### src/rtl/lsu_pkg.sv
// Shared types for the LSU RAM port: funct3 size codes, FSM states, lane widths.
// No logic of its own; f3_size maps a funct3 code to an access width.
// Undefined funct3 codes decode as word accesses.
package lsu_pkg;

    localparam int LANE_W    = 8;
    localparam int HALF_W    = 16;
    localparam int WORD_W    = 32;
    localparam int NUM_LANES = WORD_W / LANE_W;

    typedef enum logic [2:0] {
        F3_B  = 3'b000,
        F3_H  = 3'b001,
        F3_W  = 3'b010,
        F3_BU = 3'b100,
        F3_HU = 3'b101
    } funct3_e;

    typedef enum logic [1:0] {
        SZ_BYTE,
        SZ_HALF,
        SZ_WORD
    } size_e;

    typedef enum logic [1:0] {
        ST_IDLE,
        ST_LOAD_WAIT,
        ST_RESP
    } state_e;

    function automatic size_e f3_size(input logic [2:0] funct3);
        case (funct3)
            F3_B, F3_BU: return SZ_BYTE;
            F3_H, F3_HU: return SZ_HALF;
            default:     return SZ_WORD;
        endcase
    endfunction

endpackage

### src/rtl/lsu_load_align.sv
// Load lane select plus sign/zero extension of a RAM word.
// Latency: purely combinational.
// Backpressure: none; the caller decides when the result is sampled.
module lsu_load_align
    import lsu_pkg::*;
(
    input  logic [WORD_W-1:0] ram_word,
    input  logic [1:0]        offset,
    input  logic [2:0]        funct3,
    output logic [WORD_W-1:0] load_data
);

    logic [LANE_W-1:0] byte_sel;
    logic [HALF_W-1:0] half_sel;

    always_comb begin
        byte_sel  = LANE_W'(ram_word >> {offset, 3'b000});
        // Half selection ignores offset[0]; misaligned halves are trapped upstream when enabled.
        half_sel  = HALF_W'(ram_word >> {offset[1], 4'b0000});
        load_data = ram_word;
        case (f3_size(funct3))
            SZ_BYTE: load_data = funct3[2] ? {{(WORD_W-LANE_W){1'b0}}, byte_sel}
                                           : {{(WORD_W-LANE_W){byte_sel[LANE_W-1]}}, byte_sel};
            SZ_HALF: load_data = funct3[2] ? {{(WORD_W-HALF_W){1'b0}}, half_sel}
                                           : {{(WORD_W-HALF_W){half_sel[HALF_W-1]}}, half_sel};
            default: load_data = ram_word;
        endcase
    end

endmodule

### src/rtl/lsu_ram_port.sv
// RV32I load/store port onto a 1-cycle registered RAM; LSU_MISALIGN_TRAP_EN enables misalignment faults.
// Latency: store/fault respond 1 enabled cycle after accept, loads 2 enabled cycles after accept.
// Backpressure: o_req_ready only in IDLE, so one request in flight; all state advances on i_clk_en.
module lsu_ram_port
    import lsu_pkg::*;
#(
    parameter int ADDR_WIDTH = 32,
    parameter int DATA_WIDTH = 32
) (
    input  logic                  i_clk,
    input  logic                  i_rst,
    input  logic                  i_clk_en,
    input  logic                  i_req_valid,
    output logic                  o_req_ready,
    input  logic                  i_req_we,
    input  logic [2:0]            i_req_funct3,
    input  logic [ADDR_WIDTH-1:0] i_req_addr,
    input  logic [DATA_WIDTH-1:0] i_req_wdata,
    output logic                  o_resp_valid,
    output logic [DATA_WIDTH-1:0] o_resp_rdata,
    output logic                  o_misaligned,
    output logic [ADDR_WIDTH-1:0] o_ram_read_addr,
    input  logic [DATA_WIDTH-1:0] i_ram_read_data,
    output logic                  o_ram_write_en,
    output logic [3:0]            o_ram_byte_en,
    output logic [ADDR_WIDTH-1:0] o_ram_write_addr,
    output logic [DATA_WIDTH-1:0] o_ram_write_data
);

    state_e                  state_q;
    state_e                  state_d;
    logic [ADDR_WIDTH-1:0]   addr_q;
    logic [2:0]              f3_q;
    logic [DATA_WIDTH-1:0]   rdata_q;
    logic [DATA_WIDTH-1:0]   load_data;
    logic                    accept;
    logic                    req_fault;

    assign accept = (state_q == ST_IDLE) && i_req_valid && i_clk_en;

`ifdef LSU_MISALIGN_TRAP_EN
    logic mis_q;

    always_comb begin
        req_fault = 1'b0;
        case (f3_size(i_req_funct3))
            SZ_HALF: req_fault = i_req_addr[0];
            SZ_WORD: req_fault = |i_req_addr[1:0];
            default: req_fault = 1'b0;
        endcase
    end

    always_ff @(posedge i_clk) begin
        if (i_rst) begin
            mis_q <= 1'b0;
        end else if (accept) begin
            mis_q <= req_fault;
        end
    end

    assign o_misaligned = mis_q;
`else
    assign req_fault    = 1'b0;
    assign o_misaligned = 1'b0;
`endif

    always_ff @(posedge i_clk) begin
        if (i_rst) begin
            state_q <= ST_IDLE;
        end else begin
            state_q <= state_d;
        end
    end

    always_comb begin
        state_d = state_q;
        case (state_q)
            ST_IDLE:      if (accept) state_d = (i_req_we || req_fault) ? ST_RESP : ST_LOAD_WAIT;
            ST_LOAD_WAIT: if (i_clk_en) state_d = ST_RESP;
            ST_RESP:      if (i_clk_en) state_d = ST_IDLE;
            default:      state_d = ST_IDLE;
        endcase
    end

    always_comb begin
        o_req_ready     = (state_q == ST_IDLE);
        o_resp_valid    = (state_q == ST_RESP);
        // The write strobe only fires on the edge that also accepts the request.
        o_ram_write_en  = (state_q == ST_IDLE) && i_req_valid && i_req_we && !req_fault && i_clk_en;
        o_ram_read_addr = (state_q == ST_IDLE) ? (i_req_addr >> 2) : (addr_q >> 2);
    end

    always_comb begin
        o_ram_write_addr = i_req_addr >> 2;
        o_ram_byte_en    = 4'b1111;
        o_ram_write_data = i_req_wdata;
        case (f3_size(i_req_funct3))
            SZ_BYTE: begin
                o_ram_byte_en    = 4'b0001 << i_req_addr[1:0];
                o_ram_write_data = {NUM_LANES{i_req_wdata[LANE_W-1:0]}};
            end
            SZ_HALF: begin
                o_ram_byte_en    = i_req_addr[1] ? 4'b1100 : 4'b0011;
                o_ram_write_data = {2{i_req_wdata[HALF_W-1:0]}};
            end
            default: begin
                o_ram_byte_en    = 4'b1111;
                o_ram_write_data = i_req_wdata;
            end
        endcase
    end

    always_ff @(posedge i_clk) begin
        if (i_rst) begin
            addr_q  <= '0;
            f3_q    <= '0;
            rdata_q <= '0;
        end else if (accept) begin
            addr_q  <= i_req_addr;
            f3_q    <= i_req_funct3;
            rdata_q <= '0;
        end else if ((state_q == ST_LOAD_WAIT) && i_clk_en) begin
            rdata_q <= load_data;
        end
    end

    assign o_resp_rdata = rdata_q;

    lsu_load_align u_load_align (
        .ram_word  (i_ram_read_data),
        .offset    (addr_q[1:0]),
        .funct3    (f3_q),
        .load_data (load_data)
    );

endmodule

### config.mk
export PLATFORM = sky130hd
export DESIGN_NAME = lsu_ram_port
export DESIGN_NICKNAME = d
export VERILOG_FILES = /design/src/rtl/lsu_pkg.sv /design/src/rtl/lsu_load_align.sv /design/src/rtl/lsu_ram_port.sv
export SDC_FILE = /design/constraint.sdc
export NUM_CORES = 1
export LEC_CHECK = 0
export CAP_MARGIN = 20
export CORE_ASPECT_RATIO = 2
export CORE_UTILIZATION = 38
export CTS_CLUSTER_SIZE = 16
export DETAILED_ROUTE_END_ITERATION = 8
export GPL_ROUTABILITY_DRIVEN = 0
export GPL_TIMING_DRIVEN = 0
export PLACE_DENSITY = 0.8
export RECOVER_POWER = 25
export SYNTH_ARGS = -nofsm -noshare
export SYNTH_HDL_FRONTEND = slang
export SYNTH_SLANG_ARGS = --single-unit
### constraint.sdc
create_clock -name i_clk -period 2 [get_ports i_clk]
set_input_delay 0.5 -clock i_clk [delete_from_list [all_inputs] [get_ports i_clk]]
set_output_delay 0.5 -clock i_clk [all_outputs]
set_load 0.01 [all_outputs]
==> results.sh <==
export IMPL_synth_area_leader_cell="dfxtp_1"
export IMPL_status="complete, but fails checks"
export IMPL_whs_path_depth=2
export IMPL_synth_top_area_share_pct=34.6
export IMPL_finalWirelength_um=16300
export IMPL_grt_ovfl_total=0
export IMPL_worst_path_stages=5
export IMPL_leakagePower_nw=3.17
export IMPL_ir_drop_uv=461
export IMPL_cp_required_ps=1500
export IMPL_hp_start="addr_q[24]"
export IMPL_worst_path_buf_inv=3
export IMPL_met1Wirelength_um=5170
export IMPL_rows=52
export IMPL_slowest_delay_ps=350
export IMPL_layoutNonFillerInstCount=913
export IMPL_clock_root_buffer="clkbuf_16"
export IMPL_finClkSkew_ps=5.97
export IMPL_viasPerCell=5.13
export IMPL_setup_viol=31
export IMPL_dieWidth_um=74.5
export IMPL_synth_seq_area_share_pct=34.6
export IMPL_routedWlPerCell_um=17.8
export IMPL_port_buffers=234
export IMPL_violations="setup timing"
export IMPL_crit_family="buffers and inverters"
export IMPL_grt_pass1_vias=5043
export IMPL_clock_fmax_mhz=477
export IMPL_cp_startpoint="state_q[1]"
export IMPL_wl_met3_um=820
export IMPL_io_pins=240
export IMPL_post_route_util_pct=72.5
export IMPL_worstPathCellList="nor2_4 -> buf_6 -> buf_6 -> mux2_4 -> buf_6"
export IMPL_grt_usage_pct=30.3
export IMPL_via_count=4685
export IMPL_cts_inserted_buffers=9
export IMPL_max_slew_worst_pin_slew_ps=680
export IMPL_hp_class="reg -> reg"
export IMPL_critPathMaxFanout=6
export IMPL_synth_seq_cells=69
export IMPL_cts_tree="done"
export IMPL_crit_path_end="o_ram_read_addr[21]"
export IMPL_drt_initial_drc_count=231
export IMPL_maxCapViolCount=0
export IMPL_reg2reg_depth=9
export IMPL_r2r_start="state_q[1]"
export IMPL_hpwl_um=11800
export IMPL_maxSlewHeadroom_pct=54.5
export IMPL_antenna_found_initial=1
export IMPL_final_common_cell="clkdlybuf4s50_1"
export IMPL_grt_pass1_wl_um=25000
export IMPL_drv_slew=0
export IMPL_clockBufferDepth=2
export IMPL_pwr_density_cell_nw_per_um2=595
export IMPL_final_nets=876
export IMPL_top_layer_used="met4"
export IMPL_place_inst=859
export IMPL_hold_viol_final=0
export IMPL_worstSetupPathType="reg -> out"
export IMPL_crit_top_cell="buf_6"
export IMPL_syn_to_final_growth_pct=84.1
export IMPL_reg2reg_to="o_resp_rdata[12]"
export IMPL_cts_max_level=3
export IMPL_ant_nets=0
export IMPL_die_h_um=147
export IMPL_core_area_um2=10100
export IMPL_avgSynthCellArea_um2=8.22
export IMPL_syn_cell_area_um2=4000
export IMPL_layout_drive_gt1_share_pct=31.8
export IMPL_dieArea_um2=11000
export IMPL_final_cell_mix="clkdlybuf4s50_1, nand2_1, a21oi_1, dfxtp_1, buf_6"
export IMPL_grt_start_max_net_pins=19
export IMPL_synth_cells=486
export IMPL_cpMaxStageDelayCell="dfxtp_4"
export IMPL_fin_ws_ps=-94.3
export IMPL_synth_area_leaders="dfxtp_1, mux2_2, nand2_1, a21oi_1, buf_4"
export IMPL_hold_ws_ps=459
export IMPL_met2_wirelength_um=9480
export IMPL_synth_warnings=0
export IMPL_cp_end_kind="primary output"
export IMPL_r2r_setup_slack_ps=70
export IMPL_startpoint_type="flip-flop"
export IMPL_clk_insertion_delay_late_ps=330
export IMPL_dr_pass1_iters=4
export IMPL_total_power_w=0.00438
export IMPL_drc=0
export IMPL_period_share_pct=105
export IMPL_min_period_ps=2090
export IMPL_clkSinkCount=69
export IMPL_clkSlewWorstSetupHoldPaths_ps=50
export IMPL_synth_cell_type_count=34
export IMPL_initial_utilization_pct=39.4
export IMPL_worstPathArrival_ps=1590
export IMPL_grt_setup_unrepaired="yes"
## final cells by class
class / instances / area [µm²]
multi-input combinational: 340 / 2280
fill: 774 / 2790
sequential: 69 / 1390
timing repair buffer: 273 / 2660
clock buffer: 13 / 270
buffer: 76 / 532
antenna: 1 / 2.50
inverter: 3 / 11.3
tap: 135 / 169
clock inverter: 3 / 42.5
## worst min path at each step
stage / to
2_1_floorplan: addr_q[10]
3_3_place_gp: addr_q[8]
3_5_place_dp: addr_q[9]
4_1_cts: addr_q[25]
5_1_grt: addr_q[30]
6_report: addr_q[24]
## per-layer routing
layer  up-vias  track usage (%)
met5         -                0
met4         0             17.9
met3        56             5.28
met2       241             59.3
met1      2188             26.6
li1       2200                -
## cells by family after synthesis
logic type,share of synthesized area [%]
buffers and inverters,12.5
AND/OR/NAND/NOR,13.7
AO/OA/AOI/OAI,19.2
other,0.0938
flip-flops,34.6
multiplexers,19.9
## tightest hold or removal path, cell delays in order (launching register included)
cell	delay [ps]
dfxtp_1	310
nand2_1	50
a21oi_1	50
## synth_stat cells (all sizes together)
master,number
mux2i,10
a21o,2
conb,1
dfxtp,69
and2,2
nand2b,1
a32oi,1
a22oi,6
nor4bb,1
o21bai,2
nand3b,1
o311a,1
buf,62
nand3,1
or3,8
nor3,3
nor2,8
mux2,61
nor2b,2
nand2,105
o21ai,33
a221oi,1
clkbuf,16
a21oi,77
o211ai,8
o31a,1
inv,3
## flip-flops by register name, summed over array words and instances (netlist names)
register,count
f3_q,3
state_q,2
o_resp_rdata,32
addr_q,32
## per-stage QoR
step | instance area (µm²) | setup TNS (ps) | setup slack (ps)
after floorplan | 4010 | 0 | 199
after CTS | 7360 | -2870 | -163
after global routing | 7360 | -3520 | -135
after detailed placement | 6520 | -54750 | -1280
after global placement | 6520 | -51450 | -1240
final | 7360 | -2060 | -94.3
## timing repair
action,CTS,global route
cloned,1,0
resized for setup,378,24
hold buffers,0,0
pin swaps,5,4
endpoints found under the setup margin,99,44
buffers inserted,42,4
## report_power, final
part / internal (W) / switching [W]
combinational: 0.000744 / 0.000550
sequential: 0.00142 / 0.0000288
clock: 0.00106 / 0.000568
total: 0.00323 / 0.00115
Power figures use the tool's default switching activity.
